--- src/rtl/pipeline_mem_pkg.sv ---
// Shared pipeline types: debug bundle, MEM-stage control word, MEM FSM states
// and the RV32I load/store funct3 encodings.
package pipeline_mem_pkg;
  typedef struct packed {
    logic [31:0] pc;
    logic [31:0] insn;
  } Debug_t;

  typedef struct packed {
    logic       MemRead;
    logic       MemWrite;
    logic       RegWrite;
    logic       Branch;
    logic       Jump;
    logic [2:0] funct3;
    logic [4:0] rd;
  } MemCtrl_t;

  typedef enum logic {IDLE = 1'b0, WAIT = 1'b1} mem_state_t;

  localparam logic [2:0] F3_B  = 3'b000;
  localparam logic [2:0] F3_H  = 3'b001;
  localparam logic [2:0] F3_W  = 3'b010;
  localparam logic [2:0] F3_BU = 3'b100;
  localparam logic [2:0] F3_HU = 3'b101;
endpackage

--- src/rtl/pipeline_mem_align.sv ---
// Combinational data-memory lane logic: byte enables, store replication,
// load extraction/extension and alignment check.
module mem_align
  import pipeline_mem_pkg::*;
(
  input  logic [2:0]  funct3,
  input  logic [1:0]  addr_lo,
  input  logic        mem_op,
  input  logic [31:0] store_data,
  input  logic [31:0] rdata,
  output logic [3:0]  be,
  output logic [31:0] wdata,
  output logic [31:0] load_data,
  output logic        misaligned
);
  logic [31:0] shifted;

  always_comb begin
    shifted    = rdata >> {addr_lo, 3'b000};
    be         = 4'b1111;
    wdata      = store_data;
    load_data  = rdata;
    misaligned = 1'b0;
    case (funct3[1:0])
      F3_B[1:0]: begin
        be        = 4'b0001 << addr_lo;
        wdata     = {4{store_data[7:0]}};
        load_data = funct3[2] ? {24'b0, shifted[7:0]} : {{24{shifted[7]}}, shifted[7:0]};
      end
      F3_H[1:0]: begin
        be         = 4'b0011 << addr_lo;
        wdata      = {2{store_data[15:0]}};
        load_data  = funct3[2] ? {16'b0, shifted[15:0]} : {{16{shifted[15]}}, shifted[15:0]};
        misaligned = mem_op & addr_lo[0];
      end
      default: misaligned = mem_op & (|addr_lo);
    endcase
  end
endmodule

--- src/rtl/pipeline_mem.sv ---
// RV32I MEM stage: stage register, data-memory handshake FSM, branch redirect
// and writeback register.
module pipeline_mem
  import pipeline_mem_pkg::*;
(
  input  logic        clk,
  input  logic        rst,
  input  Debug_t      debug_in_MEM,
  output Debug_t      debug_out_MEM,
  input  logic        valid_in,
  input  MemCtrl_t    ctrl_in,
  input  logic [31:0] ALU_in,
  input  logic [31:0] Rs2_in,
  input  logic [31:0] PC_target_in,
  input  logic [31:0] PC4_in,
  input  logic        zero_in,
  output logic        stall_out,
  output logic        PCSrc_out,
  output logic [31:0] PC_target_out,
  output logic        dmem_req,
  output logic        dmem_we,
  output logic [31:0] dmem_addr,
  output logic [31:0] dmem_wdata,
  output logic [3:0]  dmem_be,
  input  logic        dmem_ack,
  input  logic [31:0] dmem_rdata,
  output logic        wb_valid,
  output logic        wb_RegWrite,
  output logic [4:0]  wb_rd,
  output logic [31:0] wb_data,
  output logic        misalign_out
);
  logic        valid_q, zero_q;
  MemCtrl_t    ctrl_q;
  logic [31:0] alu_q, rs2_q, target_q, pc4_q;
  Debug_t      debug_q;
  mem_state_t  state, state_nxt;

  logic        mem_op, misaligned, pending, retire;
  logic [31:0] load_data;

  mem_align u_align (
    .funct3    (ctrl_q.funct3),
    .addr_lo   (alu_q[1:0]),
    .mem_op    (mem_op),
    .store_data(rs2_q),
    .rdata     (dmem_rdata),
    .be        (dmem_be),
    .wdata     (dmem_wdata),
    .load_data (load_data),
    .misaligned(misaligned)
  );

  assign mem_op        = valid_q & (ctrl_q.MemRead | ctrl_q.MemWrite);
  assign pending       = mem_op & ~misaligned;
  assign stall_out     = pending & ~dmem_ack;
  assign retire        = valid_q & (~(ctrl_q.MemRead | ctrl_q.MemWrite) | misaligned | dmem_ack);
  assign dmem_req      = pending;
  assign dmem_we       = pending & ctrl_q.MemWrite;
  assign dmem_addr     = alu_q;
  assign PCSrc_out     = valid_q & (ctrl_q.Jump | (ctrl_q.Branch & zero_q));
  assign PC_target_out = target_q;

  always_comb begin
    state_nxt = state;
    case (state)
      IDLE:    if (pending && !dmem_ack) state_nxt = WAIT;
      WAIT:    if (dmem_ack || !pending) state_nxt = IDLE;
      default: state_nxt = IDLE;
    endcase
  end

  always_ff @(posedge clk) begin
    if (rst) begin
      state         <= IDLE;
      valid_q       <= 1'b0;
      zero_q        <= 1'b0;
      ctrl_q        <= '0;
      alu_q         <= '0;
      rs2_q         <= '0;
      target_q      <= '0;
      pc4_q         <= '0;
      debug_q       <= '0;
      wb_valid      <= 1'b0;
      wb_RegWrite   <= 1'b0;
      wb_rd         <= '0;
      wb_data       <= '0;
      misalign_out  <= 1'b0;
      debug_out_MEM <= '0;
    end else begin
      state <= state_nxt;
      if (!stall_out) begin
        valid_q  <= valid_in;
        zero_q   <= zero_in;
        ctrl_q   <= ctrl_in;
        alu_q    <= ALU_in;
        rs2_q    <= Rs2_in;
        target_q <= PC_target_in;
        pc4_q    <= PC4_in;
        debug_q  <= debug_in_MEM;
      end
      misalign_out <= retire & misaligned;
      if (retire) begin
        wb_valid      <= ~misaligned;
        wb_RegWrite   <= ctrl_q.RegWrite & ~misaligned & (|ctrl_q.rd);
        wb_rd         <= ctrl_q.rd;
        wb_data       <= ctrl_q.MemRead ? load_data : ctrl_q.Jump ? pc4_q : alu_q;
        debug_out_MEM <= debug_q;
      end else begin
        wb_valid    <= 1'b0;
        wb_RegWrite <= 1'b0;
      end
    end
  end
endmodule

--- config.mk ---
export PLATFORM = sky130hd
export DESIGN_NAME = pipeline_mem
export DESIGN_NICKNAME = d
export VERILOG_FILES = /design/src/rtl/pipeline_mem_pkg.sv /design/src/rtl/pipeline_mem_align.sv /design/src/rtl/pipeline_mem.sv
export SDC_FILE = /design/constraint.sdc
export NUM_CORES = 1
export LEC_CHECK = 0
export BUFFER_PORTS_ARGS = -buffer_cell sky130_fd_sc_hd__buf_4
export CAP_MARGIN = 20
export CORE_AREA = 2 2 175 177
export CTS_CLUSTER_SIZE = 20
export DETAILED_ROUTE_END_ITERATION = 8
export DIE_AREA = 0 0 177 179
export GPL_ROUTABILITY_DRIVEN = 0
export PLACE_DENSITY = 0.72
export REMOVE_ABC_BUFFERS = 1
export SETUP_SLACK_MARGIN = 0.3
export SLEW_MARGIN = 20
export SYNTH_ARGS = -nofsm -noshare
export SYNTH_HDL_FRONTEND = slang
export SYNTH_SLANG_ARGS = --single-unit
--- constraint.sdc ---
create_clock -name clk -period 1.7 [get_ports clk]
set_input_delay 0.17 -clock clk [delete_from_list [all_inputs] [get_ports clk]]
set_output_delay 0.17 -clock clk [all_outputs]
set_load 0.01 [all_outputs]
==> reports/results.tsv <==
metric	value	unit
finalHoldWorstSlack	0.0438	ns
cts_buffers	35	
period_minus_slack	2.04	ns
failed_checks	setup timing	
p_leak	10.8	nW
hold_viol	0	
die-area	31700	sq um
syn_inst	1578	
status	finished, violations left	
vias	15529	
final_nets	2549	
cap_violations	0	
final_common_cell	buf_4	
final-setup-viol-count	337	
wire_per_inst	23.0	um
synth_ff_type	dfxtp_1	
r2r_cells	11	
cts_root_buffer	clkbuf_16	
rsz0062_at_grt	yes	
grt_usage	27.6	%
startpoint	ctrl_q[5]$_SDFFE_PP0N_	
cpMaxStageDelayCell	or3_4	
num-fill-cells	1591	
holdCritStartpoint	dmem_rdata[18]	
worst_setup_path_start_kind	flip-flop	
synthAdderAreaFrac	0	%
clk_path_buf_depth	3	
dr.pass1.iters	5	
crit_type	reg -> reg	
dr.first_iter.drc_count	1311	
final.setup.tns	-54.68	ns
io_pins	450	
layout_setup_ws	-0.340	ns
drc_errors	0	
critPathArrivalTime	2.46	ns
crit_chain	buf_6 > nor2_4 > nor2_2 > or3_4 > inv_8 > buf_6 > buf_12 > buf_12 > clkbuf_16 > nand2_4 > a21oi_2	
core	30000	sq um
synth.area.mux_share	3.07	%
pre_cts_ws	-0.141	ns
avgSynthCellArea	7.94	sq um
synth-seq-cells	311	
h-tree-depth	2	
slew_viol_final	0	
synth_edf_count	0	
tightest_slew	0.576	ns
finClkSkew	0.0155	ns
critPathCaptureType	flip-flop	
die_w	177	um
synth_top_family_by_area	simple AND/OR/NAND/NOR gates	
stdcell_area	24000	sq um
syn_area	12500	sq um
overflow	0	
fmax	490	MHz
synth-simple-area-share	22.3	%
antenna_found_initial	3	
clk_pin_slew	0.06	ns
initial_utilization	41.7	%
whs_path_depth	3	
dp_hpwl	28900	um
yosys_warnings	0	
power_density	832	nW/um^2
first_global_vias	13548	
viasPerCell	5.69	
clock-sinks	311	
worstSkewPairLatency	0.52	ns
grt_max_degree	60	
grt_pass1_wl	70200	um
relSlewSlack	61.4	%
drive_above_1_share	47.7	%
die_h	179	um
mostFrequentLayoutCells	buf_4 (482), nand2_1 (378), dfxtp_1 (304)	
final_cells	2729	
required	2.12	ns
hold_path.class	in -> reg	
final_antenna_net_count	0	
rows	64	
ys_async_sr_fraction	0	%
synth_xor_area_share	0	%
crit_path_max_incr_delay	0.37	ns
synth_compound_area_share	19.1	%
dp_cells	2371	
area_delta_synth_final	91.4	%
routed_wl	62800	um
timing.final.crit_share	120	%
portBuffers	449	
yosysUniqueCellTypes	42	
cts_tree	built	
ir_worst_vdd	0.000896	V
placed_cell_area	16600	sq um
path_max_fanout	8	
r2r_start	ctrl_q[5]$_SDFFE_PP0N_	
ys_seq_area_share	49.7	%
==> cells by family (layout without fill, tap and decap cells) <==
group / after synthesis / after routing
AO/OA/AOI/OAI: 402 / 402
buffers and inverters: 143 / 894
flip-flops: 311 / 311
multiplexers: 35 / 35
other: 0 / 4
AND/OR/NAND/NOR: 687 / 687
==> area by class of cell <==
type / count / area (sq um) / area share, %
clock buffer: 50 / 1050 / 4.40
inverter: 2 / 15.0 / 0.0626
multi-input combinational: 1124 / 7660 / 31.9
clock inverter: 9 / 129 / 0.537
antenna: 4 / 10.0 / 0.0417
tap: 396 / 495 / 2.07
timing repair buffer: 833 / 8380 / 34.9
sequential: 311 / 6240 / 26.0
==> state kept, by name, summed over array words and instances (netlist names) <==
signal / flops
debug_out_MEM: 64
debug_q: 64
PC_target_out: 32
dmem_addr: 32
pc4_q: 32
rs2_q: 32
wb_data: 32
ctrl_q: 13
wb_rd: 5
misalign_out: 1
valid_q: 1
wb_RegWrite: 1
wb_valid: 1
zero_q: 1
==> power breakdown <==
part | switching [W] | internal, W
combinational | 0.00192 | 0.00208
sequential | 0.000346 | 0.00769
clock | 0.00316 | 0.00476
==> what timing repair did <==
action,CTS,global route
hold buffers,207,0
pin swaps,11,301
setup endpoints to repair,344,344
gates resized for setup,73,632
buffers inserted,17,20
hold endpoints to repair,207,0
gates cloned,4,47
==> critical path: cells and delay by family, from the launching register on <==
kind	cells	cell delay, ns
compound gates	1	0.21
buf+inv	6	0.82
simple gates	4	0.59
flops	1	0.33
==> layer usage <==
layer  track usage [%]  part of all wire [%]  vias up
met5                 0                     0        -
met4              16.2                   7.0        0
met3              5.64                   8.8      359
met2              47.5                    48     1048
met1              31.8                    36     7379
li1                  -                     -     6743
==> Yosys cell counts (all sizes together), types with 2 or more instances <==
cell type / count / area [sq um]
mux2i: 17 / 170
clkbuf: 73 / 275
or3: 2 / 12.5
nand2: 580 / 2180
nand3b: 25 / 188
inv: 2 / 10.0
nor2b: 29 / 181
o21ai: 18 / 90.1
a31oi: 6 / 37.5
a211oi: 32 / 240
a21oi: 298 / 1490
dfxtp: 311 / 6230
o41ai: 25 / 313
mux2: 17 / 191
nand2b: 10 / 62.6
a221oi: 8 / 70.1
nor3: 2 / 10.0
buf: 68 / 448
nor2: 35 / 139
o221ai: 7 / 61.3
==> path summary, 6_finish.rpt <==
kind                                                      end  slack (ns)
worst min-delay path                 wb_data[18]$_SDFFE_PP0P_        0.04
worst max-delay path               dmem_addr[31]$_SDFFE_PP0N_       -0.34
worst max register to register     dmem_addr[31]$_SDFFE_PP0N_       -0.34
worst min register to register  debug_out_MEM[7]$_SDFFE_PP0P_        0.45
==> metrics by stage <==
| stage | util, % | total power [W] |
|---|---|---|
| floorplan | - | 0.00905 |
| global placement | 55.3 | 0.0105 |
| detailed placement | 55.3 | 0.0106 |
| CTS | 67.9 | 0.0188 |
| global route | 79.9 | 0.0205 |
| finish | 79.9 | 0.0200 |
Note: power is estimated with default switching activity, not from simulation.
